===== src/rtl/i2c_target_16b.sv =====
// Oversampled I2C target: ACKs its 7-bit address and moves one 16-bit word per transfer (MSB first).
// Optional build macro I2C_TARGET_GENCALL_EN also ACKs general-call writes to address 7'h00.

module i2c_target_16b_sync #(
  parameter int STAGES = 2
) (
  input  logic CLK,
  input  logic RESET,
  input  logic d,
  output logic q
);
  logic [STAGES-1:0] ff;

  // Reset to 1 so an idle bus does not look like an edge when reset is released.
  always_ff @(posedge CLK or negedge RESET)
    if (!RESET) ff <= '1;
    else        ff <= {ff[STAGES-2:0], d};

  assign q = ff[STAGES-1];
endmodule

module i2c_target_16b #(
  parameter int SYNC_STAGES = 2
) (
  input  logic        CLK,
  input  logic        RESET,
  input  logic        SCL,
  input  logic        SDA_OUT,
  input  logic        SDA_OE,
  input  logic [6:0]  I2CS_ADDR,
  input  logic [15:0] RDS_DATA,
  output logic        SDA_IN,
  output logic [15:0] WRS_DATA,
  output logic        WR_STB,
  output logic        RD_STB,
  output logic        BUSY
);
  localparam logic [2:0] IDLE     = 3'd0;
  localparam logic [2:0] ADDR     = 3'd1;
  localparam logic [2:0] ADDR_ACK = 3'd2;
  localparam logic [2:0] WR_BYTE  = 3'd3;
  localparam logic [2:0] WR_ACK   = 3'd4;
  localparam logic [2:0] RD_BYTE  = 3'd5;
  localparam logic [2:0] RD_ACK   = 3'd6;
  localparam logic [2:0] IGNORE   = 3'd7;

  logic [2:0]  state;
  logic [3:0]  bit_cnt;
  logic        byte_idx;
  logic [7:0]  rx_sr;
  logic [7:0]  wr_hi;
  logic [15:0] tx_sr;
  logic        sda_drv;

  logic        sda_line;
  logic [1:0]  raw, syn;
  logic        scl_s, sda_s, scl_d, sda_d;
  logic        scl_rise, scl_fall, start_c, stop_c, addr_hit;

  // Wired-AND of the master drive (pull-up when released) and our own drive.
  assign sda_line = (SDA_OE ? SDA_OUT : 1'b1) & SDA_IN;
  assign raw      = {SCL, sda_line};

  i2c_target_16b_sync #(.STAGES(SYNC_STAGES)) u_sync [1:0] (
    .CLK   (CLK),
    .RESET (RESET),
    .d     (raw),
    .q     (syn)
  );

  assign scl_s    = syn[1];
  assign sda_s    = syn[0];
  assign scl_rise = scl_s & ~scl_d;
  assign scl_fall = ~scl_s & scl_d;
  assign start_c  = scl_s & scl_d & sda_d & ~sda_s;
  assign stop_c   = scl_s & scl_d & ~sda_d & sda_s;

`ifdef I2C_TARGET_GENCALL_EN
  assign addr_hit = (rx_sr[7:1] == I2CS_ADDR) || ((rx_sr[7:1] == 7'h00) && !rx_sr[0]);
`else
  assign addr_hit = (rx_sr[7:1] == I2CS_ADDR);
`endif

  always_ff @(posedge CLK or negedge RESET) begin
    if (!RESET) begin
      state    <= IDLE;
      bit_cnt  <= 4'd0;
      byte_idx <= 1'b0;
      rx_sr    <= 8'h00;
      wr_hi    <= 8'h00;
      tx_sr    <= 16'h0000;
      sda_drv  <= 1'b1;
      SDA_IN   <= 1'b1;
      WRS_DATA <= 16'h0000;
      WR_STB   <= 1'b0;
      RD_STB   <= 1'b0;
      BUSY     <= 1'b0;
      scl_d    <= 1'b1;
      sda_d    <= 1'b1;
    end else begin
      scl_d  <= scl_s;
      sda_d  <= sda_s;
      SDA_IN <= sda_drv;
      WR_STB <= 1'b0;
      RD_STB <= 1'b0;
      // Bus conditions override any SCL activity and abort a byte in flight.
      if (start_c) begin
        state   <= ADDR;
        bit_cnt <= 4'd0;
        sda_drv <= 1'b1;
      end else if (stop_c) begin
        state   <= IDLE;
        bit_cnt <= 4'd0;
        sda_drv <= 1'b1;
        BUSY    <= 1'b0;
      end else begin
        case (state)
          ADDR: begin
            if (scl_rise) begin
              rx_sr   <= {rx_sr[6:0], sda_s};
              bit_cnt <= bit_cnt + 4'd1;
            end else if (scl_fall && bit_cnt == 4'd8) begin
              bit_cnt <= 4'd0;
              if (addr_hit) begin
                state    <= ADDR_ACK;
                sda_drv  <= 1'b0;
                BUSY     <= 1'b1;
                byte_idx <= 1'b0;
                tx_sr    <= RDS_DATA;
              end else begin
                state <= IGNORE;
                BUSY  <= 1'b0;
              end
            end
          end
          ADDR_ACK: begin
            if (scl_fall) begin
              bit_cnt <= 4'd0;
              if (rx_sr[0]) begin
                state   <= RD_BYTE;
                sda_drv <= tx_sr[15];
                tx_sr   <= {tx_sr[14:0], 1'b0};
              end else begin
                state   <= WR_BYTE;
                sda_drv <= 1'b1;
              end
            end
          end
          WR_BYTE: begin
            if (scl_rise) begin
              rx_sr   <= {rx_sr[6:0], sda_s};
              bit_cnt <= bit_cnt + 4'd1;
            end else if (scl_fall && bit_cnt == 4'd8) begin
              state   <= WR_ACK;
              sda_drv <= 1'b0;
              bit_cnt <= 4'd0;
              if (!byte_idx) wr_hi <= rx_sr;
            end
          end
          WR_ACK: begin
            if (scl_fall) begin
              sda_drv <= 1'b1;
              if (!byte_idx) begin
                byte_idx <= 1'b1;
                state    <= WR_BYTE;
              end else begin
                WRS_DATA <= {wr_hi, rx_sr};
                WR_STB   <= 1'b1;
                state    <= IGNORE;
              end
            end
          end
          RD_BYTE: begin
            if (scl_rise) begin
              bit_cnt <= bit_cnt + 4'd1;
            end else if (scl_fall) begin
              if (bit_cnt == 4'd8) begin
                state   <= RD_ACK;
                sda_drv <= 1'b1;
                bit_cnt <= 4'd0;
              end else begin
                sda_drv <= tx_sr[15];
                tx_sr   <= {tx_sr[14:0], 1'b0};
              end
            end
          end
          RD_ACK: begin
            // Byte 1 completes the word whether the master ACKs or NACKs it.
            if (scl_rise) begin
              if (byte_idx) begin
                RD_STB <= 1'b1;
                state  <= IGNORE;
              end else if (!sda_s) begin
                byte_idx <= 1'b1;
                state    <= RD_BYTE;
              end else begin
                state <= IGNORE;
              end
            end
          end
          default: ;
        endcase
      end
    end
  end
endmodule


===== config.mk =====
export PLATFORM = sky130hd
export DESIGN_NAME = i2c_target_16b
export DESIGN_NICKNAME = d
export VERILOG_FILES = /design/src/rtl/i2c_target_16b.sv
export SDC_FILE = /design/constraint.sdc
export NUM_CORES = 1
export LEC_CHECK = 0
export ABC_CLOCK_PERIOD_IN_PS = 3300
export BUFFER_PORTS_ARGS = -buffer_cell sky130_fd_sc_hd__clkbuf_2
export CORE_UTILIZATION = 45
export CTS_BUF_LIST = sky130_fd_sc_hd__clkbuf_16
export DETAILED_ROUTE_END_ITERATION = 10
export GPL_TIMING_DRIVEN = 0
export PLACE_DENSITY = 0.77
export SYNTH_ARGS = -nofsm -noshare
export SYNTH_HDL_FRONTEND = slang
export SYNTH_SLANG_ARGS = --single-unit

===== constraint.sdc =====
create_clock -name CLK -period 3.3 [get_ports CLK]
set_clock_uncertainty 0.1 [all_clocks]
set_input_delay 0.66 -clock CLK [delete_from_list [all_inputs] [get_ports CLK]]
set_output_delay 0.66 -clock CLK [all_outputs]
set_load 0.02 [all_outputs]

==> impl_metrics.yaml <==
status:
  status: "completed"
setup_path:
  reg2reg_depth: 8
  crit_end: "WRS_DATA[1]"
  regToRegSetupSlack_ns: 0.60
  startpoint: "u_sync[0].ff[1]"
  r2r_start: "u_sync[0].ff[1]"
  critPathCaptureType: "register"
  cp_max_fo: 10
  startpoint_type: "register"
  crit_type: "register to register"
  worstPathRequired_ns: 3.40
  timing.rr.end: "WRS_DATA[1]"
  worstPathArrival_ns: 2.80
power:
  vdd_drop_max_uv: 416
  internal-power_mw: 2.13
  p_comb_frac: 0.321
  switchingPower_mw: 1.05
  clockPowerShare: 0.285
  sw_frac_of_total: 0.330
  p_per_area_mw_per_mm2: 800
  p_leak_nw: 1.91
  power_frac_seq: 0.394
run:
  max_cap_violations: 0
sta:
  max_freq_mhz: 370
  finalSetupViolations: 0
  min_period_ns: 2.70
  tns_ns: 0
  tightest_slew_ns: 0.880
  drv_slew: 0
  relSlewSlack: 0.413
  rsz0062_at_grt: "no"
  period_share: 0.819
  hold_viol_final: 0
clock_network:
  cts_tree: "yes"
  cts_inserted_buffers: 9
  htreeDepth: 3
  cts-root-buf: "clkbuf_16"
  post_cts_resized: 0
  cts_hold_buf: 0
  cts_setup_buffers: 0
  cts_max_path_buffers: 2
  clock_latency_ns: 0.33
  path_clk_slew_ns: 0.05
  clock-sinks: 67
grt:
  grt_pass1_vias: 2253
  overflow: 0
  grt_max_degree: 68
  grt_pass1_wl_um: 11000
  grt_use_total: 0.190
  antenna_found_initial: 0
place:
  gp_congestion: 0.876
  place_hpwl_um: 4490
  io_buffers: 47
synth:
  ys_warn_count: 0
  synth_nets: 299
  synthArstFlopShare: 1.00
  synthDistinctLibCells: 52
  synth_edf_count: 0
  synth.avg_cell_area_sq_um: 12.5
  ys_ff_latch: 67
  ys_seq_area_frac: 0.506
  post_synth_instance_area_sq_mm: 0.00333
  ys.flop_type: "dfrtp_1"
  synthCells: 266
route:
  vias_per_cell: 5.43
  drtAntennaViolNets: 0
  firstDrtPassIters: 4
  vias: 2303
  wire_per_inst_um: 15.4
  drt_iter0_drc: 199
  route.detailed.drc: 0
  totalWireLength_um: 6520
die:
  die_h_um: 88.0
  dieWidth_um: 88.0
  io_pins: 48
  start_util: 0.477
  core_sq_mm: 0.00698
  row_count: 30
  die_area_sq_mm: 0.00775
layout:
  nNetsFinal: 357
  layout-drive-gt1-share: 0.436
  fill_cells: 624
  multi_input_area_sq_mm: 0.00154
  layout_commonest_cell: "dfrtp_1"
  syn2layout_area_growth_pct: 19.2
  diodes: 0
  final_util: 0.569
  register_area_sq_mm: 0.00169
  final_cell_mix: "dfrtp_1 (59), mux2_2 (53), clkbuf_2 (46)"
hold_path:
  hold_path_class: "register to register"
==> kinds of logic after synthesis <==
kind of cell	count (synthesis)	share of synthesized area
compound gates	43	0.100
xor+xnor	9	0.0237
fa+ha+maj	5	0.0188
buf+inv	24	0.0323
flops	67	0.506
mux	64	0.226
simple gates	54	0.0928
==> cell type report <==
type / count / area share
plain buffers: 13 / 0.0167
clock buffers: 9 / 0.0567
clock inverters: 6 / 0.0145
inverters: 11 / 0.0104
multi-input cells: 175 / 0.387
flip-flops and latches: 67 / 0.425
well taps: 96 / 0.0302
repair buffers: 47 / 0.0599
==> power by group through the flow <==
stage	combinational (mW)	clock [mW]	sequential (mW)
after floorplan	0.768	0	1.24
after global placement	0.989	0	1.25
after detailed placement	1.02	0	1.26
after CTS	1.02	0.926	1.25
after global routing	1.12	0.964	1.29
final	1.02	0.904	1.25
==> synth_stat cells, drive strengths merged, types with 4 or more instances <==
| cell type | number | area share |
|---|---|---|
| a21oi | 6 | 0.0090 |
| inv | 11 | 0.012 |
| dfstp | 8 | 0.063 |
| nand2 | 16 | 0.018 |
| o31ai | 5 | 0.011 |
| buf | 9 | 0.015 |
| clkbuf | 4 | 0.0045 |
| nor2 | 9 | 0.010 |
| mux2 | 62 | 0.22 |
| xor2 | 9 | 0.024 |
| dfrtp | 59 | 0.44 |
| ha | 5 | 0.019 |
| nand3 | 5 | 0.0075 |
| o22ai | 4 | 0.0075 |
==> metal layers <==
layer / vias up / track usage / share of wire
met1: 1138 / 0.252 / 0.45
met5: - / 0 / 0
li1: 1081 / - / -
met3: 10 / 0.0622 / 0.046
met2: 74 / 0.294 / 0.49
met4: 0 / 0.0674 / 0.016
==> worst min-delay path by stage <==
| stage | from | endpoint | slack [ns] | depth (start not counted) |
|---|---|---|---|---|
| after CTS | u_sync[0].ff[0] | u_sync[0].ff[1] | 0.26 | 0 |
| after global routing | u_sync[1].ff[0] | u_sync[1].ff[1] | 0.26 | 0 |
| after detailed placement | u_sync[0].ff[0] | u_sync[0].ff[1] | 0.25 | 0 |
| final | u_sync[0].ff[0] | u_sync[0].ff[1] | 0.26 | 0 |
| after global placement | u_sync[1].ff[0] | u_sync[1].ff[1] | 0.25 | 0 |
| after floorplan | u_sync[0].ff[0] | u_sync[0].ff[1] | 0.25 | 0 |
==> through the flow <==
stage                     cell area (sq um)  instances  setup WS (ns)  hold WS, ns  total power [mW]
after floorplan                        3330        266          0.716        0.245              2.01
after global placement                 3690        409          0.363        0.248              2.24
after detailed placement               3690        409          0.323        0.250              2.28
after CTS                              3970        424          0.589        0.257              3.20
after global routing                   3970        424          0.457        0.261              3.37
final                                  3970        424          0.599        0.256              3.18
==> flip-flops by register name (all words and copies together) (netlist names) <==
signal / cells
RD_STB: 1
state: 3
tx_sr: 16
rx_sr: 8
WRS_DATA: 16
wr_hi: 8
u_sync.ff: 4
WR_STB: 1
sda_d: 1
scl_d: 1
bit_cnt: 4
byte_idx: 1
SDA_IN: 1
sda_drv: 1
BUSY: 1
==> worst max-delay path: stages, from the launching register on <==
cell	delay, ns
dfstp_2	0.53
buf_2	0.21
xor2_1	0.22
and2_1	0.15
buf_2	0.21
nor2_1	0.07
nand4_1	0.38
buf_2	0.33
mux2_2	0.37
Power figures use the tool's default switching activity.
